### config.mk
export PLATFORM = sky130hd
export DESIGN_NAME = water_safety_multizone_ctrl
export DESIGN_NICKNAME = d
export VERILOG_FILES = /design/src/rtl/water_safety_multizone_ctrl.sv
export SDC_FILE = /design/constraint.sdc
export NUM_CORES = 1
export LEC_CHECK = 0
export BUFFER_PORTS_ARGS = -buffer_cell sky130_fd_sc_hd__buf_2
export CAP_MARGIN = 25
export CORE_MARGIN = 2
export CORE_UTILIZATION = 65
export DETAILED_ROUTE_END_ITERATION = 6
export PLACE_DENSITY = 0.84
export SYNTH_ARGS = -nofsm -noshare
export SYNTH_HDL_FRONTEND = slang
export SYNTH_SLANG_ARGS = --single-unit
### constraint.sdc
create_clock -name clk -period 4.53 [get_ports clk]
set_clock_uncertainty 0.15 [all_clocks]
set_input_delay 0.6795 -clock clk [delete_from_list [all_inputs] [get_ports clk]]
set_output_delay 0.6795 -clock clk [all_outputs]
set_load 0.02 [all_outputs]
### src/rtl/water_safety_multizone_ctrl.sv
// Multi-zone water safety controller.
// N_CH independent valve channels share the Wi-Fi link status (in1). Each
// channel debounces its own flow sensor, runs an OFF/ON/FAULT state machine
// with an enable mask, and has a maximum-ON watchdog that latches FAULT until
// software clears it.
//
//   state    | meaning
//   ---------+------------------------------------------------------------
//   ST_OFF   | valve closed, waiting for enable && link down && flow
//   ST_ON    | valve driven, watchdog counting cycles spent ON
//   ST_FAULT | watchdog expired; sticky until clear_fault for the channel

module water_safety_multizone_ctrl #(
    parameter int N_CH         = 4,
    parameter int DEBOUNCE_CYC = 3,
    parameter int MAX_ON_CYC   = 1000,
    localparam int CNT_MAX     = (DEBOUNCE_CYC > MAX_ON_CYC) ? DEBOUNCE_CYC : MAX_ON_CYC,
    localparam int CW          = $clog2(CNT_MAX + 1),
    localparam int ACW         = $clog2(N_CH + 1)
) (
    input  logic            clk,
    input  logic            reset,
    input  logic            in1,
    input  logic [N_CH-1:0] in2,
    input  logic [N_CH-1:0] enable,
    input  logic [N_CH-1:0] clear_fault,
    output logic [N_CH-1:0] state_on,
    output logic [N_CH-1:0] fault,
    output logic [N_CH-1:0] trip_pulse,
    output logic            any_fault,
    output logic [ACW-1:0]  active_count
);

    typedef enum logic [1:0] {
        ST_OFF   = 2'b00,
        ST_ON    = 2'b01,
        ST_FAULT = 2'b10
    } ch_state_t;

    // Terminal counts. The watchdog fires when ocnt has reached MAX_ON_CYC-1,
    // i.e. on the MAX_ON_CYC-th edge after entering ON.
    localparam logic [CW-1:0] DCNT_TC  = CW'(DEBOUNCE_CYC - 1);
    localparam logic [CW-1:0] OCNT_TC  = CW'((MAX_ON_CYC > 0) ? (MAX_ON_CYC - 1) : 0);
    localparam logic [CW-1:0] OCNT_SAT = {CW{1'b1}};
    localparam bit            WD_EN    = (MAX_ON_CYC != 0);

    ch_state_t       state_q   [N_CH];
    ch_state_t       state_nxt [N_CH];
    logic [CW-1:0]   dcnt_q    [N_CH];
    logic [CW-1:0]   ocnt_q    [N_CH];
    logic [N_CH-1:0] flow_db_q;
    logic [N_CH-1:0] trip_q;
    logic [N_CH-1:0] wd_expired;

    // Flow debounce: accept a new level only after DEBOUNCE_CYC consecutive
    // differing samples; any agreeing sample restarts the count.
    always_ff @(posedge clk) begin
        if (reset) begin
            flow_db_q <= '0;
            for (int i = 0; i < N_CH; i++) begin
                dcnt_q[i] <= '0;
            end
        end else begin
            for (int i = 0; i < N_CH; i++) begin
                if (in2[i] == flow_db_q[i]) begin
                    dcnt_q[i] <= '0;
                end else if (dcnt_q[i] == DCNT_TC) begin
                    flow_db_q[i] <= ~flow_db_q[i];
                    dcnt_q[i]    <= '0;
                end else begin
                    dcnt_q[i] <= dcnt_q[i] + CW'(1);
                end
            end
        end
    end

    // Watchdog terminal-count compare, gated off entirely when MAX_ON_CYC is 0.
    always_comb begin
        wd_expired = '0;
        for (int i = 0; i < N_CH; i++) begin
            wd_expired[i] = WD_EN && (ocnt_q[i] == OCNT_TC);
        end
    end

    // Next-state logic per channel; the OFF condition outranks the watchdog.
    always_comb begin
        for (int i = 0; i < N_CH; i++) begin
            state_nxt[i] = ST_OFF;
            case (state_q[i])
                ST_OFF: begin
                    if (enable[i] && !in1 && flow_db_q[i]) begin
                        state_nxt[i] = ST_ON;
                    end else begin
                        state_nxt[i] = ST_OFF;
                    end
                end
                ST_ON: begin
                    if ((in1 && flow_db_q[i]) || !enable[i]) begin
                        state_nxt[i] = ST_OFF;
                    end else if (wd_expired[i]) begin
                        state_nxt[i] = ST_FAULT;
                    end else begin
                        state_nxt[i] = ST_ON;
                    end
                end
                ST_FAULT: begin
                    if (clear_fault[i]) begin
                        state_nxt[i] = ST_OFF;
                    end else begin
                        state_nxt[i] = ST_FAULT;
                    end
                end
                default: state_nxt[i] = ST_OFF;
            endcase
        end
    end

    // State register, entry pulse and saturating ON-time counter.
    always_ff @(posedge clk) begin
        if (reset) begin
            trip_q <= '0;
            for (int i = 0; i < N_CH; i++) begin
                state_q[i] <= ST_OFF;
                ocnt_q[i]  <= '0;
            end
        end else begin
            for (int i = 0; i < N_CH; i++) begin
                state_q[i] <= state_nxt[i];
                trip_q[i]  <= (state_q[i] == ST_OFF) && (state_nxt[i] == ST_ON);
                if (state_nxt[i] == ST_ON) begin
                    if (state_q[i] != ST_ON) begin
                        ocnt_q[i] <= '0;
                    end else if (ocnt_q[i] != OCNT_SAT) begin
                        ocnt_q[i] <= ocnt_q[i] + CW'(1);
                    end
                end
            end
        end
    end

    // Per-channel status decoded straight from the state registers.
    always_comb begin
        state_on = '0;
        fault    = '0;
        for (int i = 0; i < N_CH; i++) begin
            state_on[i] = (state_q[i] == ST_ON);
            fault[i]    = (state_q[i] == ST_FAULT);
        end
    end

    // Population count of channels currently ON.
    always_comb begin
        active_count = '0;
        for (int i = 0; i < N_CH; i++) begin
            active_count = active_count + ACW'(state_on[i]);
        end
    end

    assign trip_pulse = trip_q;
    assign any_fault  = |fault;

endmodule

# ---- Word level (Yosys, flattened, before mapping)
# Memory sizes are Yosys's and may differ from the RTL's.
# Index checks and enable logic that the tools add are counted.
# Widths: inputs -> output; s select.
dict set report totals {
  word_cells 244
  register_bits 8
  inputBits 15
  ram_bits 88
  memories 3
}
# name words width read_ports rd_ports_with_merged_regs write_ports line_no
set memory_table {}
lappend memory_table {dcnt_q 4 10 4 0 4 49} ;# logic [CW-1:0] dcnt_q [N_CH];
lappend memory_table {ocnt_q 4 10 4 0 4 50} ;# logic [CW-1:0] ocnt_q [N_CH];
lappend memory_table {state_q 4 2 4 0 4 47} ;# ch_state_t state_q [N_CH];
dict set report op_classes {
  reduce_logical 34
  bitwise 32
  eq_ne 32
  n_addsub 11
  mux 127
}
# op count
set op_table {}
lappend op_table {{$mux 10} 20}
lappend op_table {{$mux 1} 87}
lappend op_table {{$add 10x1->10 const B} 8}
lappend op_table {{$eq 10x10->1 const B} 4}
lappend op_table {{$eq 10x2->1 const B} 4}
lappend op_table {{$ne 10x10->1 const B} 4}
lappend op_table {{$mux 2} 16}
lappend op_table {{$or 1x1->1} 24}
lappend op_table {{$pmux 2 s3} 4}
lappend op_table {{$eq 2x1->1 const B} 8}
lappend op_table {{$logic_and 1x1->1} 16}
lappend op_table {{$eq 2x2->1 const B} 4}
lappend op_table {{$logic_not 2->1} 4}
lappend op_table {{$ne 2x1->1 const B} 4}
lappend op_table {{$not 1->1} 8}
lappend op_table {{$reduce_and 2->1} 4}
lappend op_table {{$logic_not 1->1} 5}
lappend op_table {{$eq 1x1->1} 4}
lappend op_table {{$logic_or 1x1->1} 4}
lappend op_table {{$reduce_or 4->1} 1}
lappend op_table {{$add 2x1->3} 1}
lappend op_table {{$add 3x1->3} 1}
lappend op_table {{$add 1x1->2} 1}

# ---- Logic depth before layout (Yosys ltp)
dict set report logic_depth {
  word_depth 11
  depth_mapped 6
  mapped_depth_nobuf 6
}

# ---- Least setup slack after synthesis
# OpenSTA, ideal clock, no wires.
dict set report synth_path {
  path_type {flip-flop to output port}
  start {mem state_q[1][1] in the netlist's numbering}
  end {out active_count[1]}
  stages_incl_launch_ff 7
  required_ps 3701
  slack_ps 1888
  arrival_ps 1813
  cell_sequence {dfxtp_1 -> and2b_1 -> inv_1 -> fa_1 -> inv_1 -> ha_1 -> ha_1}
}
# element line_no
set synth_rtl {}
lappend synth_rtl {{start, declared} 47}
lappend synth_rtl {{end, declared} 31} ;# output logic [ACW-1:0] active_count

==> summary by stage <==
Cells and area
Leaving out fill and tap cells, the most frequent cell in the layout is sky130_fd_sc_hd__nor2_1. The share of final-layout standard cells stronger than drive strength 1 is about a tenth. The diode insertion count for antenna repair is 0. After the last flow step, the layout net total stands at 604. In the layout the commonest cells are sky130_fd_sc_hd__nor2_1 (108), sky130_fd_sc_hd__edfxtp_1 (80), sky130_fd_sc_hd__xnor2_1 (46). The layout-stage area growth over the synthesis result is 12.1%.

Yosys
The synthesized design contains between 90 and 100 register bits. The library cell occupying the most area in the post-synthesis netlist is sky130_fd_sc_hd__edfxtp_1. Sequential elements use between 50% and 60% of the synthesized area. For this run, the number of Yosys warnings is 0. The netlist area before placement is 5130 um2. Of all flip-flops after synthesis, the portion carrying an async set or reset was 0%. Summed over its instances, the top area cell type makes up 46.8% of the synthesized netlist area. The number of unique standard cell types used by synthesis is 47. Sorting the synthesized cells by area gives the leading types as sky130_fd_sc_hd__edfxtp_1 (47%), sky130_fd_sc_hd__nor2_1 (7.9%), sky130_fd_sc_hd__xnor2_1 (7.8%), sky130_fd_sc_hd__dfxtp_1 (6.2%), sky130_fd_sc_hd__xor2_1 (3.8%). After technology mapping, the gate count stands at ~500. Yosys mapped a number of flops with a built-in enable equal to 80. The most used flip-flop cell after synthesis is sky130_fd_sc_hd__edfxtp_1. Dividing the synthesized area by the synthesized cell count gives a little over 10 um2.

Status
The run finished with clean final reports.

CTS
The post-CTS setup buffer count is 0. The hold buffer count at cts is 0. Counting along the longest clock path gives a buffer depth of 2. The number of buffers created by CTS is 9. TritonCTS built the clock tree. The root buffer cell chosen for the clock tree is sky130_fd_sc_hd__clkbuf_8. CTS built an H-tree with a depth of 3.

In this run, post-CTS repair resized a total of 0 instances. The clock input transition at the sequential cells of the worst setup and hold paths is about 0.090 ns. The clock drives between 90 and 100 sinks. The latest clock arrival within the worst-skew pair is around 0.36 ns.

STA
The worst pin sits at a relative slew slack of 36.1%. Adding up every negative setup slack in the final design gives 0 ns. Subtracting the final worst setup slack from the clock period gives 3.06 ns. Setup violations remaining at the end of the flow were counted as 0. The least setup slack across all paths after layout is about 1.5 ns. The number of slew-limit violations in the final report is 0. The timing-limited maximum frequency is 327 MHz.

The final number of hold-violating endpoints was 0. Setup repair after global routing left no endpoint under its margin. After layout, the worst path uses around two thirds of the clock period. The transition time of the tightest slew-check pin is roughly 0.96 ns.

Die
From bottom edge to top edge, the die measures 92.9 um. 31 I/O pins were placed. The cell row count is 32. For this configuration, the core starts out at a cell density of between 60% and 70%. The floorplan die width is 92.9 um. The full die area is between 8000 and 9000 um2.

The total area inside the core boundary comes to between 7000 and 8000 um2.

Setup path
The register-to-register setup slack is between 2 and 2.5 ns. The signal on the critical path passes through and2b_1, inv_1, fa_1, inv_1, ha_1, ha_1, buf_2. The instance count on the critical path is 7. The worst reg2reg path depth is 5. STA classifies the critical path startpoint as a flop.

The critical-path cell with the highest stage delay is sky130_fd_sc_hd__fa_1. In this run the worst setup path begins at state_q[1][1]$_SDFF_PP0_. The startpoint of the most critical register-to-register path is ocnt_q[0][0]$_SDFFCE_PN0P_. Counting both buffers and inverters, the worst setup path holds a total of 3. The endpoint identified for the worst register-to-register timing path is ocnt_q[0][4]$_SDFFCE_PN0P_. The kind of critical path is flop to output port. Broken down by cell family, the worst path's largest delay share belongs to adder cells. STA puts the critical path data required time at 3.70 ns.

The endpoint arrival time on the critical path is about 2.2 ns. The endpoint of the worst setup timing path is active_count[1]. The kind of end point of the critical path is an output port. Of all nets on the critical path, the largest fanout is 4.

The peak per-stage delay on the critical path is approximately 0.5 ns.

Drt
The DRC violation count after routing is 0. The detailed router's first-iteration violation count is 237. The first detailed-routing pass ran for 4 iterations.

Wires add up to 9.23 mm. The wire length per cell after detailed routing is roughly 14 um. Using the TritonRoute via totals, the vias-per-cell ratio works out to 5.44. The number of routed nets with antenna violations is 0. The total number of vias is between 3000 and 4000.

Global routing
The pin count of the biggest net entering global routing is 32. The overflow left after global routing is 0. The first global-routing pass estimated 16.0 mm of wire.

The via count of the first global-routing pass is between 3000 and 4000. The number of antenna violations at the first check in global routing was 0. Global routing used about a quarter of the available tracks.

Place
At the end of routability-driven placement, the weighted congestion stood at 0.848. OpenSTA, run right after detailed placement, puts the worst setup slack at around 1.9 ns. The HPWL after detailed placement is approximately 6.8 mm. The number of buffers inserted by port buffering is 30.

Pwr
The cell area power density is around 300 nW/um2. The total leakage power is around 2.1 nW. The sum of internal, switching and leakage power is about 1.7 mW. IR analysis of the VDD net gives a maximum drop of 0.205 mV.

Run
Max-cap violations in this run came to 0.

Min path
In this run the worst hold path is classified as flop to flop.
-- report_power, final --
part	switching (mW)	total [mW]	internal, mW
combinational	0.0555	0.0955	0.0399
sequential	0.0368	1.03	0.991
clock	0.302	0.614	0.312
total	0.394	1.74	1.34
-- state kept, by name, summed over array words and instances (netlist names) --
signal / flops
flow_db_q: 4
ocnt_q: 40
dcnt_q: 40
state_q: 8
trip_pulse: 4
-- how the worst min path moves through the flow --
stage                                         start                        to  depth (start not counted)
final                     flow_db_q[2]$_SDFFE_PP0N_  trip_pulse[2]$_SDFF_PP0_                          2
after global routing      flow_db_q[2]$_SDFFE_PP0N_  trip_pulse[2]$_SDFF_PP0_                          2
after CTS                 flow_db_q[2]$_SDFFE_PP0N_  trip_pulse[2]$_SDFF_PP0_                          2
after detailed placement  flow_db_q[3]$_SDFFE_PP0P_  trip_pulse[3]$_SDFF_PP0_                          2
after global placement    flow_db_q[3]$_SDFFE_PP0P_  trip_pulse[3]$_SDFF_PP0_                          2
after floorplan           flow_db_q[2]$_SDFFE_PP0N_  trip_pulse[2]$_SDFF_PP0_                          2
-- layout make-up --
type	instances	area, um2
Fill cell	584	1930
Timing Repair Buffer	31	158
Clock inverter	7	96.3
Inverter	22	82.6
Tap cell	102	128
Clock buffer	9	124
Sequential cell	96	2720
Multi-Input combinational cell	414	2440
-- cell families (layout without fill, tap and decap cells) --
group	count (synthesis)	after routing	synth area share, %
buffers and inverters	27	69	2.17
AND/OR/NAND/NOR	266	266	25.8
multiplexers	4	4	0.780
XOR/XNOR	68	68	11.6
adder cells (fa/ha/maj)	15	15	3.80
flip-flops	96	96	53.0
other	1	40	0.0731
AO/OA/AOI/OAI	21	21	2.71
-- stage by stage --
stage / util (%) / instance area [um2] / std cells / hold WS, ns
floorplan: - / 5280 / 537 / 0.313
global placement: 72.0 / 5540 / 665 / 0.366
detailed placement: 72.0 / 5540 / 665 / 0.383
CTS: 74.9 / 5760 / 681 / 0.404
global route: 74.9 / 5760 / 681 / 0.447
finish: 74.9 / 5760 / 681 / 0.406
-- metal layers --
layer  vias up  part of all wire (%)  global-route usage (%)
li1       1850                     -                       -
met2        78                    47                    38.9
met4         0                   3.5                    10.9
met1      1743                    44                    30.1
met3        31                   4.7                    4.31
met5         -                     0                       0
-- worst reg2reg max path, stage by stage (launching register included) --
cell and delay [ns]:
sky130_fd_sc_hd__edfxtp_1 0.43, sky130_fd_sc_hd__ha_1 0.26, sky130_fd_sc_hd__nand3_1 0.16, sky130_fd_sc_hd__or2_0 0.18, sky130_fd_sc_hd__o2bb2ai_1 0.09, sky130_fd_sc_hd__a21oi_1 0.75
-- cell usage after synthesis, drive strengths merged, types with 5 or more instances --
| cell | number |
|---|---|
| nor2 | 108 |
| edfxtp | 80 |
| xnor2 | 46 |
| nand3 | 37 |
| nand2 | 33 |
| nor3 | 25 |
| inv | 22 |
| xor2 | 22 |
| dfxtp | 16 |
| ha | 14 |
| nand2b | 9 |
| nand4 | 9 |
| a21oi | 6 |
| and3 | 6 |
| nor4 | 6 |
| nand4b | 5 |
| nor2b | 5 |
| o21ai | 5 |
Note: power is estimated with default switching activity, not from simulation.
